## config.mk

```make
export PLATFORM = sky130hd
export DESIGN_NAME = recv_msg
export DESIGN_NICKNAME = d
export VERILOG_FILES = /design/src/rtl/recv_msg.sv
export SDC_FILE = /design/constraint.sdc
export NUM_CORES = 1
export LEC_CHECK = 0
export BUFFER_PORTS_ARGS = -buffer_cell sky130_fd_sc_hd__buf_2
export CORE_AREA = 2 2 68 70
export CTS_CLUSTER_DIAMETER = 100
export DETAILED_ROUTE_END_ITERATION = 10
export DIE_AREA = 0 0 70 72
export PLACE_DENSITY = 0.74
export SYNTH_ARGS = -nofsm -noshare
export SYNTH_HDL_FRONTEND = slang
export SYNTH_SLANG_ARGS = --single-unit
```

## constraint.sdc

```tcl
create_clock -name clk -period 2.17 [get_ports clk]
set_clock_uncertainty 0.05 [all_clocks]
set_input_delay 0.434 -clock clk [delete_from_list [all_inputs] [get_ports clk]]
set_output_delay 0.434 -clock clk [all_outputs]
set_load 0.02 [all_outputs]
```

## src/rtl/recv_msg.sv

```systemverilog
// UART word receiver: collects one message into an external buffer,
// ending on EOM character, buffer full or inter-byte timeout.
module recv_msg #(
  parameter int         MSG_LEN  = 26,
  parameter int         N_BITS   = 8,
  parameter int         TIMEOUT  = 1000000,
  parameter int         EOM_EN   = 1,
  parameter logic [7:0] EOM_CHAR = 8'h0A
) (
  input  logic                         clk,
  input  logic                         rst,
  input  logic                         start_recv,
  input  logic [N_BITS-1:0]            uart_tdata,
  input  logic                         uart_tvalid,
  output logic                         uart_tready,
  output logic [N_BITS-1:0]            msg_data,
  output logic                         msg_we,
  output logic [$clog2(MSG_LEN)-1:0]   msg_index,
  output logic [$clog2(MSG_LEN+1)-1:0] msg_len,
  output logic                         msg_done,
  output logic                         msg_timeout,
  output logic                         busy
);

  localparam int IW = $clog2(MSG_LEN);
  localparam int LW = $clog2(MSG_LEN + 1);
  localparam int TW = (TIMEOUT > 1) ? $clog2(TIMEOUT) : 1;

  typedef enum logic [1:0] {
    IDLE,
    ARMED,
    RECV,
    DONE
  } state_e;

  state_e              state_q, state_d;
  logic [LW-1:0]       idx_q;
  logic [TW-1:0]       cnt_q;
  logic [N_BITS-1:0]   data_q;
  logic [IW-1:0]       index_q;
  logic [LW-1:0]       len_q;
  logic                we_q;
  logic                to_q;

  logic accept;
  logic is_eom;
  logic is_last;
  logic to_hit;

  assign accept  = uart_tvalid & uart_tready;
  assign is_eom  = (EOM_EN != 0) &&
                   (uart_tdata == N_BITS'(EOM_CHAR));
  assign is_last = (idx_q == LW'(MSG_LEN - 1));
  assign to_hit  = (cnt_q == TW'(TIMEOUT - 1));

  always_ff @(posedge clk) begin
    if (rst) state_q <= IDLE;
    else     state_q <= state_d;
  end

  always_comb begin
    state_d = state_q;
    unique case (state_q)
      IDLE:  if (start_recv) state_d = ARMED;
      ARMED: begin
        if (accept)
          state_d = (is_eom || is_last) ? DONE : RECV;
      end
      RECV: begin
        if (accept) begin
          if (is_eom || is_last) state_d = DONE;
        end else if (to_hit) begin
          state_d = IDLE;
        end
      end
      DONE:    state_d = IDLE;
      default: state_d = IDLE;
    endcase
  end

  always_comb begin
    uart_tready = 1'b0;
    busy        = 1'b1;
    msg_done    = 1'b0;
    unique case (state_q)
      IDLE:        busy        = 1'b0;
      ARMED, RECV: uart_tready = 1'b1;
      DONE:        msg_done    = 1'b1;
      default:     busy        = 1'b0;
    endcase
  end

  // Datapath: write strobe, addresses, length and inter-byte timer
  always_ff @(posedge clk) begin
    if (rst) begin
      idx_q   <= '0;
      cnt_q   <= '0;
      data_q  <= '0;
      index_q <= '0;
      len_q   <= '0;
      we_q    <= 1'b0;
      to_q    <= 1'b0;
    end else begin
      we_q <= 1'b0;
      to_q <= 1'b0;
      if (state_q == IDLE) idx_q <= '0;
      if (accept) begin
        cnt_q <= '0;
        if (is_eom) begin
          len_q <= idx_q;
        end else begin
          we_q    <= 1'b1;
          data_q  <= uart_tdata;
          index_q <= idx_q[IW-1:0];
          idx_q   <= idx_q + LW'(1);
          if (is_last) len_q <= LW'(MSG_LEN);
        end
      end else if (state_q == RECV) begin
        if (to_hit) begin
          to_q  <= 1'b1;
          len_q <= idx_q;
          cnt_q <= '0;
        end else begin
          cnt_q <= cnt_q + TW'(1);
        end
      end else begin
        cnt_q <= '0;
      end
    end
  end

  assign msg_data    = data_q;
  assign msg_we      = we_q;
  assign msg_index   = index_q;
  assign msg_len     = len_q;
  assign msg_timeout = to_q;

endmodule

```

Yosys cells after proc, flatten, opt, wreduce, memory -nomap -nowiden. Index checks and enable logic that the tools add are counted.

Bits in registers: 47. Input port bits: 12. Output and inout bits: 23. Word-level logic and storage cells: 56.

$add $sub $neg: 2. Equal/unequal tests: 11. Mux-type cells: 20. Bitwise operators: 4. Reductions and logical operators: 11.

Operators by type and width (count): $mux W5 (8); $add A20 B1 Y20 const B (1); $eq A20 B20 Y1 const B (1); $mux W2 (5); $eq A8 B4 Y1 const B (1); $pmux W2 S4 (1); $mux W1 (6); $ne A3 B3 Y1 const B (2); $add A5 B1 Y5 const B (1); $eq A5 B5 Y1 const B (1); $eq A2 B2 Y1 const B (2); $ne A2 B2 Y1 const B (2); $reduce_and A4 Y1 (1); $reduce_bool A2 Y1 (2); $reduce_or A2 Y1 (2); $reduce_or A4 Y1 (1); $ne A3 B1 Y1 const B (1); $not A1 Y1 (3); $reduce_and A3 Y1 (1); $reduce_or A3 Y1 (1); $eq A2 B1 Y1 const B (1); $logic_not A2 Y1 (1); $reduce_and A2 Y1 (1); $and A1 B1 Y1 (1); $logic_or A1 B1 Y1 (1).

Longest topological paths before layout.
Depth after elaboration: 6. Depth in mapped cells: 8. Mapped depth without buffers: 7.

Worst setup path before layout. OpenSTA, ideal clock, no wires.

Path kind: register -> register. Start point: register cnt_q[11]. End point: register len_q[0] (netlist: msg_len[0]). Library setup time: 0.116 ns. Arrival: 2.154 ns. Required time: 2.004 ns. Setup slack: -0.150 ns. Cell stages (with the launch flop): 7. Path buffers: 1. Clock period less this slack: 2.320 ns. Path through: dfxtp_1 or4b_1 or4_1 buf_2 o32ai_4 nor3b_1 a41o_2.

Cells in the longest elaborated chain, start to end: 3.

RTL lines: start: declaration (RTL line 38) `logic [TW-1:0] cnt_q;`; start signal: assignment (RTL line 124) `cnt_q <= cnt_q + TW'(1);`; $eq A20 B20 Y1 (RTL line 54) `assign to_hit = (cnt_q == TW'(TIMEOUT - 1));`; $reduce_bool A2 Y1 (no line); $reduce_and A3 Y1 (no line); end signal: assignment (RTL line 110) `len_q <= idx_q;`; end signal: assignment (RTL line 116) `if (is_last) len_q <= LW'(MSG_LEN);`; end signal: assignment (RTL line 121) `len_q <= idx_q;`; end: declaration (RTL line 41) `logic [LW-1:0] len_q;`.

Every way passes these cells. A chain may end at the register's enable or synchronous reset.

Final worst setup path.
Start point: register cnt_q[10]. End point: register len_q[4] (netlist: msg_len[4]).

The elaborated chain is that of the path after synthesis.

==> flow_summary.json <==
{
  "swShare": 0.343,
  "fin_area_mm2": 0.00263,
  "cts_num_sinks": 47,
  "post-route-util": 0.616,
  "clockPowerShare": 0.252,
  "globalRoute.totalOverflow": 0,
  "p_sw_uw": 728,
  "die_y_um": 72,
  "synth_top_flop_cell": "dfxtp_1",
  "first_pass_iters": 4,
  "grt_use_met3": 0.0542,
  "cts_root_buf": "clkbuf_8",
  "synth-edff-count": 0,
  "internal_power_uw": 1400,
  "avgSynthCellArea_um2": 8.42,
  "ys_seq_area_frac": 0.449,
  "tightest_slew_ns": 0.581,
  "syn_nets": 268,
  "finalCritPeriodShare": 1.03,
  "final_common_cell": "dfxtp_1",
  "power_density_mw_per_mm2": 808,
  "async_reset_ff_frac": 0,
  "post-route-min-period_ns": 2.23,
  "drt.antenna.violating_nets": 0,
  "violations": "negative setup slack",
  "start_util": 0.492,
  "path_cells": "or4b_1 -> or4_4 -> o32ai_4 -> buf_6 -> nor2_2 -> a211oi_2",
  "path_delay_family": "simple AND/OR/NAND/NOR gates",
  "h-tree-depth": 2,
  "drv_slew": 0,
  "path_class": "flop to flop",
  "required_ns": 2.35,
  "dpl.hpwl_um": 3260,
  "syn_area_mm2": 0.00210,
  "grt_pass1_wl_um": 7420,
  "drt_wl_total_um": 4530,
  "arrival_ns": 2.41,
  "design.core.area_mm2": 0.00426,
  "synth_warnings": 0,
  "gp_congestion": 0.774,
  "drc": 0,
  "busiest_layer": "met2",
  "area_delta_synth_final_pct": 25.4,
  "wl_per_cell_um": 12.7,
  "row_count": 24,
  "end_kind": "flop",
  "slowest_stage": "or4_4",
  "placed_cell_area_mm2": 0.00248,
  "power.leakage_uw": 0.00104,
  "netlist_instances": 249,
  "ys_seq_elements": 47,
  "drv_cap": 0,
  "pwr-share-comb": 0.302,
  "via_count": 1881,
  "grt_setup_unrepaired": "yes",
  "antenna_found_initial": 0,
  "status": "finished, violations left",
  "use_met2": 0.344,
  "met1_usage": 0.198,
  "setup_slack_ns": -0.0622,
  "grt_usage": 0.182,
  "drt-initial-drc-count": 141,
  "clock_path_buffers": 2,
  "die-area_mm2": 0.00504,
  "num-nets-final": 324,
  "num_antenna_cells": 0,
  "ir_drop_mv": 0.427,
  "crit_path_max_fanout": 7,
  "clk_latency_ns": 0.30,
  "layout_common_cells": "dfxtp_1 (43), nand2_1 (35), buf_2 (34)",
  "setup_viol": 6,
  "cts_tree": "built",
  "max_freq_mhz": 448,
  "cp-start-kind": "flop",
  "portBuffers": 34,
  "drive_gt1_frac": 0.282,
  "numCtsBuffers": 5,
  "grt_pass1_vias": 1769,
  "io_pins": 35,
  "ys_types": 40,
  "path_buf_inv": 1,
  "slowest_delay_ns": 0.57,
  "fill_cells": 392,
  "seq_power_share": 0.447,
  "hold_violations": 0,
  "grt_start_max_net_pins": 27,
  "hold_path.class": "primary input to flop",
  "dieWidth_um": 70,
  "slew_headroom": 0.607,
  "vias_per_cell": 5.27,
  "clkTransAtPathRegs_ns": 0.09
}
[per-stage QoR]
stage	setup WS [ns]	hold slack, ns	TNS (ns)	std cells	total power [uW]
after floorplan	-0.105	0.387	-0.239	249	1380
after global placement	-0.0545	0.390	-0.759	348	1580
after detailed placement	-0.126	0.394	-1.78	348	1580
after CTS	-0.113	0.312	-0.889	356	2120
after global routing	-0.130	0.312	-0.676	357	2230
final	-0.0622	0.320	-0.220	357	2120
[layout make-up]
cell class	instances	area [um^2]	share of cell area
Clock buffer	6	82.6	0.0314
Inverter	8	30.0	0.0114
Timing Repair Buffer	61	388	0.148
Tap cell	52	65.1	0.0248
Multi-Input combinational cell	182	1110	0.423
Clock inverter	1	5.00	0.00190
Sequential cell	47	946	0.360
[final timing paths]
| kind | slack (ns) | startpoint | end | cells after the start |
|---|---|---|---|---|
| max reg2reg | -0.06 | cnt_q[10] | msg_len[4] | 6 |
| max | -0.06 | cnt_q[10] | msg_len[4] | 6 |
| min reg2reg | 0.40 | msg_index[1] | msg_index[1] | 2 |
| min | 0.32 | uart_tdata[3] | msg_data[3] | 3 |
[worst reg2reg max path, delay by kind of cell, from the launching register on]
family / cells / cell delay, ns
AOI/OAI and AO/OA: 2 / 0.50
buffers and inverters: 1 / 0.18
DFF: 1 / 0.32
and+or+nand+nor: 3 / 1.12
[Yosys cell counts (2+ instances only)]
cell type | instances | share of area
a211oi_1 | 3 | 0.011
a21boi_0 | 2 | 0.0072
a21oi_1 | 17 | 0.041
a31oi_1 | 3 | 0.0090
a41o_2 | 2 | 0.011
and4_1 | 2 | 0.0084
buf_1 | 2 | 0.0036
buf_2 | 2 | 0.0048
clkbuf_1 | 8 | 0.014
dfxtp_1 | 47 | 0.45
ha_1 | 7 | 0.042
inv_1 | 8 | 0.014
nand2_1 | 35 | 0.063
nand3_1 | 15 | 0.036
nand4_1 | 5 | 0.015
nor2_1 | 35 | 0.063
nor3_1 | 7 | 0.017
nor3b_1 | 2 | 0.0072
nor4b_1 | 2 | 0.0084
o21ai_0 | 6 | 0.014
or3_1 | 5 | 0.015
or4b_1 | 2 | 0.0095
xnor2_1 | 6 | 0.025
xor2_1 | 10 | 0.042
[cell families (layout without fill, tap and decap cells)]
family / count (synthesis) / in the layout / synth area share
AO/OA/AOI/OAI: 41 / 41 / 0.136
XOR/XNOR: 16 / 16 / 0.0668
adder cells (fa/ha/maj): 7 / 7 / 0.0418
buffers and inverters: 20 / 76 / 0.0370
flip-flops: 47 / 47 / 0.449
AND/OR/NAND/NOR: 118 / 118 / 0.270
[what timing repair did]
| action | in CTS | in global routing |
|---|---|---|
| pin swaps | 2 | 3 |
| resized for setup | 3 | 13 |
| setup buffers | 1 | 0 |
| hold buffers | 0 | 0 |
| endpoints found under the setup margin | 25 | 28 |
| gates cloned | 0 | 1 |
[layer usage]
| metal | vias to the layer above | share of wire |
|---|---|---|
| met4 | 0 | 0.0084 |
| met3 | 5 | 0.044 |
| li1 | 975 | - |
| met1 | 858 | 0.45 |
| met2 | 43 | 0.50 |
| met5 | - | 0 |
[flip-flops by register name (all words and copies together), names as in the netlist]
| signal | cells |
|---|---|
| msg_len | 5 |
| msg_timeout | 1 |
| idx_q | 5 |
| msg_index | 5 |
| msg_data | 8 |
| msg_we | 1 |
| cnt_q | 20 |
| state_q | 2 |
[power by group through the flow]
| stage | sequential, uW | clock [uW] | combinational (uW) |
|---|---|---|---|
| after global placement | 969 | 0 | 608 |
| after CTS | 950 | 548 | 622 |
| final | 949 | 535 | 641 |
| after global routing | 956 | 569 | 705 |
| after floorplan | 1020 | 0 | 356 |
| after detailed placement | 969 | 0 | 615 |
Note: power is estimated with default switching activity, not from simulation.
